==> config.mk <==
export PLATFORM = sky130hd
export DESIGN_NAME = reg_cmd_seq
export DESIGN_NICKNAME = d
export VERILOG_FILES = /design/src/rtl/reg_cmd_seq_pkg.sv /design/src/rtl/reg_cmd_seq_cnt.sv /design/src/rtl/reg_cmd_seq.sv
export SDC_FILE = /design/constraint.sdc
export NUM_CORES = 1
export LEC_CHECK = 0
export CAP_MARGIN = 0
export CORE_ASPECT_RATIO = 0.75
export CORE_UTILIZATION = 45
export CTS_BUF_LIST = sky130_fd_sc_hd__clkbuf_4
export DETAILED_ROUTE_END_ITERATION = 6
export PLACE_DENSITY = 0.7
export SLEW_MARGIN = 10
export SYNTH_ARGS = -nofsm -noshare
export SYNTH_HDL_FRONTEND = slang
export SYNTH_SLANG_ARGS = --single-unit
==> constraint.sdc <==
create_clock -name clk -period 2.5 [get_ports clk]
set_input_delay 0.375 -clock clk [delete_from_list [all_inputs] [get_ports clk]]
set_output_delay 0.375 -clock clk [all_outputs]
set_load 0.02 [all_outputs]
==> src/rtl/reg_cmd_seq_pkg.sv <==
// Shared encodings for the register command sequencer: command opcodes and FSM states.
package reg_cmd_seq_pkg;

    typedef enum logic {
        OP_LOAD = 1'b0,
        OP_INC  = 1'b1
    } op_e;

    typedef enum logic [1:0] {
        IDLE  = 2'd0,
        SETUP = 2'd1,
        ISSUE = 2'd2
    } state_e;

endpackage

==> src/rtl/reg_cmd_seq_cnt.sv <==
// Loadable down-counter holding the number of INC strobes still to be scheduled.
module reg_cmd_seq_cnt
    import reg_cmd_seq_pkg::*;
#(
    parameter int CNT_W = 4
) (
    input  logic             clk,
    input  logic             rst,
    input  logic             load,
    input  logic [CNT_W-1:0] load_val,
    input  logic             dec,
    output logic [CNT_W-1:0] count,
    output logic             zero
);

    always_ff @(posedge clk) begin
        if (rst) begin
            count <= '0;
        end else if (load) begin
            count <= load_val;
        end else if (dec && !zero) begin
            count <= count - CNT_W'(1);
        end
    end

    assign zero = (count == '0);

endmodule

==> src/rtl/reg_cmd_seq.sv <==
// Sequencer turning LOAD/INC commands into strobes for a load/increment register,
// inserting a one-cycle SETUP whenever the register's mode select must change.
module reg_cmd_seq
    import reg_cmd_seq_pkg::*;
#(
    parameter int WIDTH = 8,
    parameter int CNT_W = 4
) (
    input  logic             clk,
    input  logic             rst,
    input  logic             cmd_valid,
    output logic             cmd_ready,
    input  logic             cmd_op,
    input  logic [WIDTH-1:0] cmd_data,
    output logic [WIDTH-1:0] reg_in,
    output logic             reg_ld_inc,
    output logic             reg_select,
    output logic             busy,
    output logic             done,
    output logic [WIDTH-1:0] shadow
);

    state_e             state, state_nx;
    op_e                op_q;
    logic [WIDTH-1:0]   data_q;
    logic               mode;

    logic               accept;
    logic [CNT_W-1:0]   cmd_cnt;
    logic               same_mode;

    logic               ld_inc_nx;
    logic [WIDTH-1:0]   reg_in_nx;
    logic               done_nx;
    logic               cnt_load;
    logic [CNT_W-1:0]   cnt_load_val;
    logic               cnt_dec;
    logic [CNT_W-1:0]   cnt_count;
    logic               cnt_zero;

    assign cmd_ready  = (state == IDLE);
    assign busy       = !cmd_ready;
    assign accept     = cmd_valid && cmd_ready;
    assign cmd_cnt    = cmd_data[CNT_W-1:0];
    assign same_mode  = (cmd_op == mode);
    assign reg_select = mode;

    reg_cmd_seq_cnt #(
        .CNT_W(CNT_W)
    ) u_cnt (
        .clk      (clk),
        .rst      (rst),
        .load     (cnt_load),
        .load_val (cnt_load_val),
        .dec      (cnt_dec),
        .count    (cnt_count),
        .zero     (cnt_zero)
    );

    // NOTE: sequential state uses <= so every flop samples pre-edge values.
    always_ff @(posedge clk) begin
        if (rst) begin
            state <= IDLE;
        end else begin
            state <= state_nx;
        end
    end

    // NOTE: defaults first so every path assigns every signal and no latch is inferred.
    always_comb begin
        state_nx = state;
        unique case (state)
            IDLE:    if (accept) state_nx = same_mode ? ISSUE : SETUP;
            SETUP:   state_nx = ISSUE;
            ISSUE:   if (!(op_q == OP_INC && reg_ld_inc && !cnt_zero)) state_nx = IDLE;
            default: state_nx = IDLE;
        endcase
    end

    // Computes the next values of the registered outputs, so each strobe is
    // already on a flop output in the first cycle of the state it belongs to.
    always_comb begin
        ld_inc_nx    = 1'b0;
        reg_in_nx    = reg_in;
        done_nx      = 1'b0;
        cnt_load     = 1'b0;
        cnt_load_val = cmd_cnt;
        cnt_dec      = 1'b0;
        unique case (state)
            IDLE: begin
                if (accept) begin
                    cnt_load = 1'b1;
                    if (same_mode) begin
                        if (op_e'(cmd_op) == OP_LOAD) begin
                            ld_inc_nx = 1'b1;
                            reg_in_nx = cmd_data;
                        end else if (cmd_cnt != '0) begin
                            ld_inc_nx    = 1'b1;
                            cnt_load_val = cmd_cnt - CNT_W'(1);
                        end
                    end
                end
            end
            SETUP: begin
                if (op_q == OP_LOAD) begin
                    ld_inc_nx = 1'b1;
                    reg_in_nx = data_q;
                end else if (!cnt_zero) begin
                    ld_inc_nx = 1'b1;
                    cnt_dec   = 1'b1;
                end
            end
            ISSUE: begin
                if (state_nx == ISSUE) begin
                    ld_inc_nx = 1'b1;
                    cnt_dec   = 1'b1;
                end else begin
                    done_nx = 1'b1;
                end
            end
            default: ;
        endcase
    end

    // NOTE: the latched command is reset too, so no X can reach reg_in after reset.
    always_ff @(posedge clk) begin
        if (rst) begin
            mode       <= 1'b0;
            op_q       <= OP_LOAD;
            data_q     <= '0;
            reg_in     <= '0;
            reg_ld_inc <= 1'b0;
            done       <= 1'b0;
            shadow     <= '0;
        end else begin
            reg_in     <= reg_in_nx;
            reg_ld_inc <= ld_inc_nx;
            done       <= done_nx;
            if (accept) begin
                mode   <= cmd_op;
                op_q   <= op_e'(cmd_op);
                data_q <= cmd_data;
            end
            // Mirrors the downstream register: it acts on the strobe seen this cycle.
            if (reg_ld_inc) begin
                shadow <= reg_select ? shadow + WIDTH'(1) : reg_in;
            end
        end
    end

endmodule

==> results.md <==
- Hold-fix buffers at CTS: 0
- Count of buffers from port buffering: 32
- WP data required: approximately 2.7 ns
- Hold slack final: 0.459 ns
- Arrival time of data at the critical path endpoint: around 2.5 ns
- Routability cong.: 0.813
- Diode count: 0
- Clock period minus final worst setup slack: about 2.2 ns
- Root buffer cell: sky130_fd_sc_hd__clkbuf_4
- Final cycle utilization of the critical path: 90.0%
- DRT antenna net count: 0
- Vias in the first global route: approximately 1300
- Total power after layout: about 0.0014 W
- Post-detail-place hpwl: around 2800 um
- Fmax: 0.445 GHz
- TritonCTS clock tree: built
- Number of enable flip-flop cells after synthesis: 0
- Final setup violation count: 0
- Number of endpoints with negative hold slack in the final report: 0
- Total negative slack for setup checks: 0 ns
- Total congestion overflow after global routing: 0
- Largest net degree at the start of global routing: 31
- Count of distinct cell types in the synthesized netlist: 37
- Initial cell density of the core: a little under half
- Cell count after synthesis: roughly 220
- Final net count: roughly 270
- Top Ports: 33
- Count of synthesis-stage warnings from yosys: 0
- Post-Synthesis Cell Area: around 1800 um^2
- Leakage: about 0.8 nW
- Seq/Total Area, Yosys: roughly 38%
- DRC Markers: 0
- Height of the die: ~56 um
- Run status: finished, final reports clean
- Detailed Routing Iterations Pass 1: 4
- Tightest Hold Check Type: reg2reg
- Type of origin of the critical path: flop
- Proportion of synthesized flip-flops having asynchronous set or reset: 0%
- Final number of max-transition violations: 0
- Slew at the pin closest to its max-slew limit: just under 0.5 ns
- Post-CTS repair timing setup buffer count: 0
- Wirelength, routed: between 3000 and 4000 um
- Critical path class: reg2reg
- Latest clock arrival within the worst-skew pair: about 0.33 ns
- Total vias in the final route: about 1600
- CTS clk-pin slew, worst paths: roughly 0.1 ns
- Clock H-tree levels: 2
- Routed length per placed instance: 12.6 um
- Global-route wire length before repair: roughly 6300 um
- Total clock sinks: 33
- Number of cell rows: 19
- Number of synthesized register bits: 33
- Total nets after synthesis: ~240
- Sort of element at the end of the critical path: flop
- DIE WIDTH: 74.2 um
- Leading cell type in the layout, fill and taps excluded: sky130_fd_sc_hd__dfxtp_1
- TritonCTS Buffers: 5
- Drt first-iter violations: slightly above 80
- Initial antenna violation count: 0
- Setup repair after global routing missed its margin: false
- Final Non-Filler Cells: 305
- Cell Pwr Density: 630 nW/um^2
- Worst Skew: 0.00386 ns
- Via-per-instance ratio: ~5.3
- Worst-case headroom to the max-slew limit: between 60 and 70%
- Die Area: 4170 um^2
- Post-synthesis to final-layout area growth: 25.5%
- Total global-route track usage: between 15 and 20%
- Core area: between 3000 and 4000 um^2
- Proportion of layout cells with a drive suffix above 1: ~7.9%
- Worst-case vdd ir drop: roughly 0.45 mV
- Post-cts repair resize count: 0
- Primary flip-flop cell chosen by synthesis mapping: sky130_fd_sc_hd__dfxtp_1
- Critical path fanouts, max: 5
- Bufs on Longest Clock Path: 2
- Instance count after placement with tap cells included: between 200 and 300
- Mean area per synthesized cell: 8.08 um^2
- Max-cap check violation count: 0
- Most frequent cells in the layout: 33 x sky130_fd_sc_hd__dfxtp_1, 32 x sky130_fd_sc_hd__clkdlybuf4s50_1, 30 x sky130_fd_sc_hd__nand2_1, 23 x sky130_fd_sc_hd__nor2_1, 17 x sky130_fd_sc_hd__a21oi_1
## critical path, stage by stage, from the launching register on
cell and delay, ns:
sky130_fd_sc_hd__dfxtp_1 0.37, sky130_fd_sc_hd__inv_1 0.06, sky130_fd_sc_hd__ha_1 0.20, sky130_fd_sc_hd__or3b_4 0.27, sky130_fd_sc_hd__and4_1 0.23, sky130_fd_sc_hd__o21ai_1 0.13, sky130_fd_sc_hd__o41a_1 0.36, sky130_fd_sc_hd__or3_1 0.31
sky130_fd_sc_hd__a311oi_1 0.24
## per-stage QoR
stage | utilization (%) | setup WS (ns) | cell area [um^2]
global route | 59.6 | 0.123 | 2210
floorplan | - | 0.335 | 1760
finish | 59.6 | 0.251 | 2210
CTS | 59.6 | 0.253 | 2210
detailed placement | 58.1 | 0.119 | 2150
global placement | 58.1 | 0.170 | 2150
## cells by family (layout without fill, tap and decap cells)
logic type                 Yosys count  in the layout  synth area share, %
and+or+nand+nor                     86             86                 23.4
AOI/OAI and AO/OA                   54             54                 21.0
DFF                                 33             33                 37.5
buffers and inverters               24             59                 5.26
muxes                               11             11                 6.33
adders and majority gates            7              7                 4.97
xor gates and xnor gates             3              3                 1.49
## sequential cells by signal (all words and copies together) (netlist names)
register and cells:
done 1, u_cnt.count 4, shadow 8, data_q 8, reg_ld_inc 1, reg_select 1, reg_in 8, state 2
## Yosys cell counts (3+ instances only)
cell	instances	share of area [%]
sky130_fd_sc_hd__or4_1	3	1.3
sky130_fd_sc_hd__mux2i_1	10	5.7
sky130_fd_sc_hd__inv_1	11	2.3
sky130_fd_sc_hd__nor2_1	23	4.9
sky130_fd_sc_hd__dfxtp_1	33	38
sky130_fd_sc_hd__clkbuf_1	9	1.9
sky130_fd_sc_hd__a221oi_1	4	2.0
sky130_fd_sc_hd__nand3_1	7	2.0
sky130_fd_sc_hd__nor3_1	5	1.4
sky130_fd_sc_hd__o21ai_1	3	0.85
sky130_fd_sc_hd__o21ai_0	7	2.0
sky130_fd_sc_hd__ha_1	7	5.0
sky130_fd_sc_hd__xnor2_1	3	1.5
sky130_fd_sc_hd__a21oi_1	17	4.8
sky130_fd_sc_hd__nor2b_1	4	1.4
sky130_fd_sc_hd__a211oi_1	15	6.4
sky130_fd_sc_hd__nor3b_1	3	1.3
sky130_fd_sc_hd__nand2_1	30	6.4
## report_power, final
part	total [W]	switching (W)	internal, W
Sequential	0.000637	0.0000525	0.000584
Combinational	0.000455	0.000246	0.000209
Clock	0.000300	0.000182	0.000118
Total	0.00139	0.000480	0.000912
## cell type report
class / instances / area [um^2]
clock buffers: 6 / 45.0
clock inverters: 2 / 10.0
fillers: 366 / 1500
inverters: 11 / 41.3
multi-input cells: 161 / 1010
flip-flops and latches: 33 / 661
well taps: 52 / 65.1
repair buffers: 40 / 380
## path summary, 6_finish.rpt
kind	start	endpoint	slack [ns]	cells after the start
hold reg to reg	data_q[0]	data_q[0]	0.46	2
setup reg to reg	u_cnt.count[0]	u_cnt.count[2]	0.25	8
hold / removal	data_q[0]	data_q[0]	0.46	2
setup / recovery	u_cnt.count[0]	u_cnt.count[2]	0.25	8
## per-layer routing
layer  vias to the layer above  wire, um  GRT usage, %
met2                        45      1500          24.3
met5                         -         0             0
met1                       717      2120          31.5
met3                         5       193          5.25
li1                        845         -             -
met4                         0        32          6.74
(Power assumes the default switching activity.)
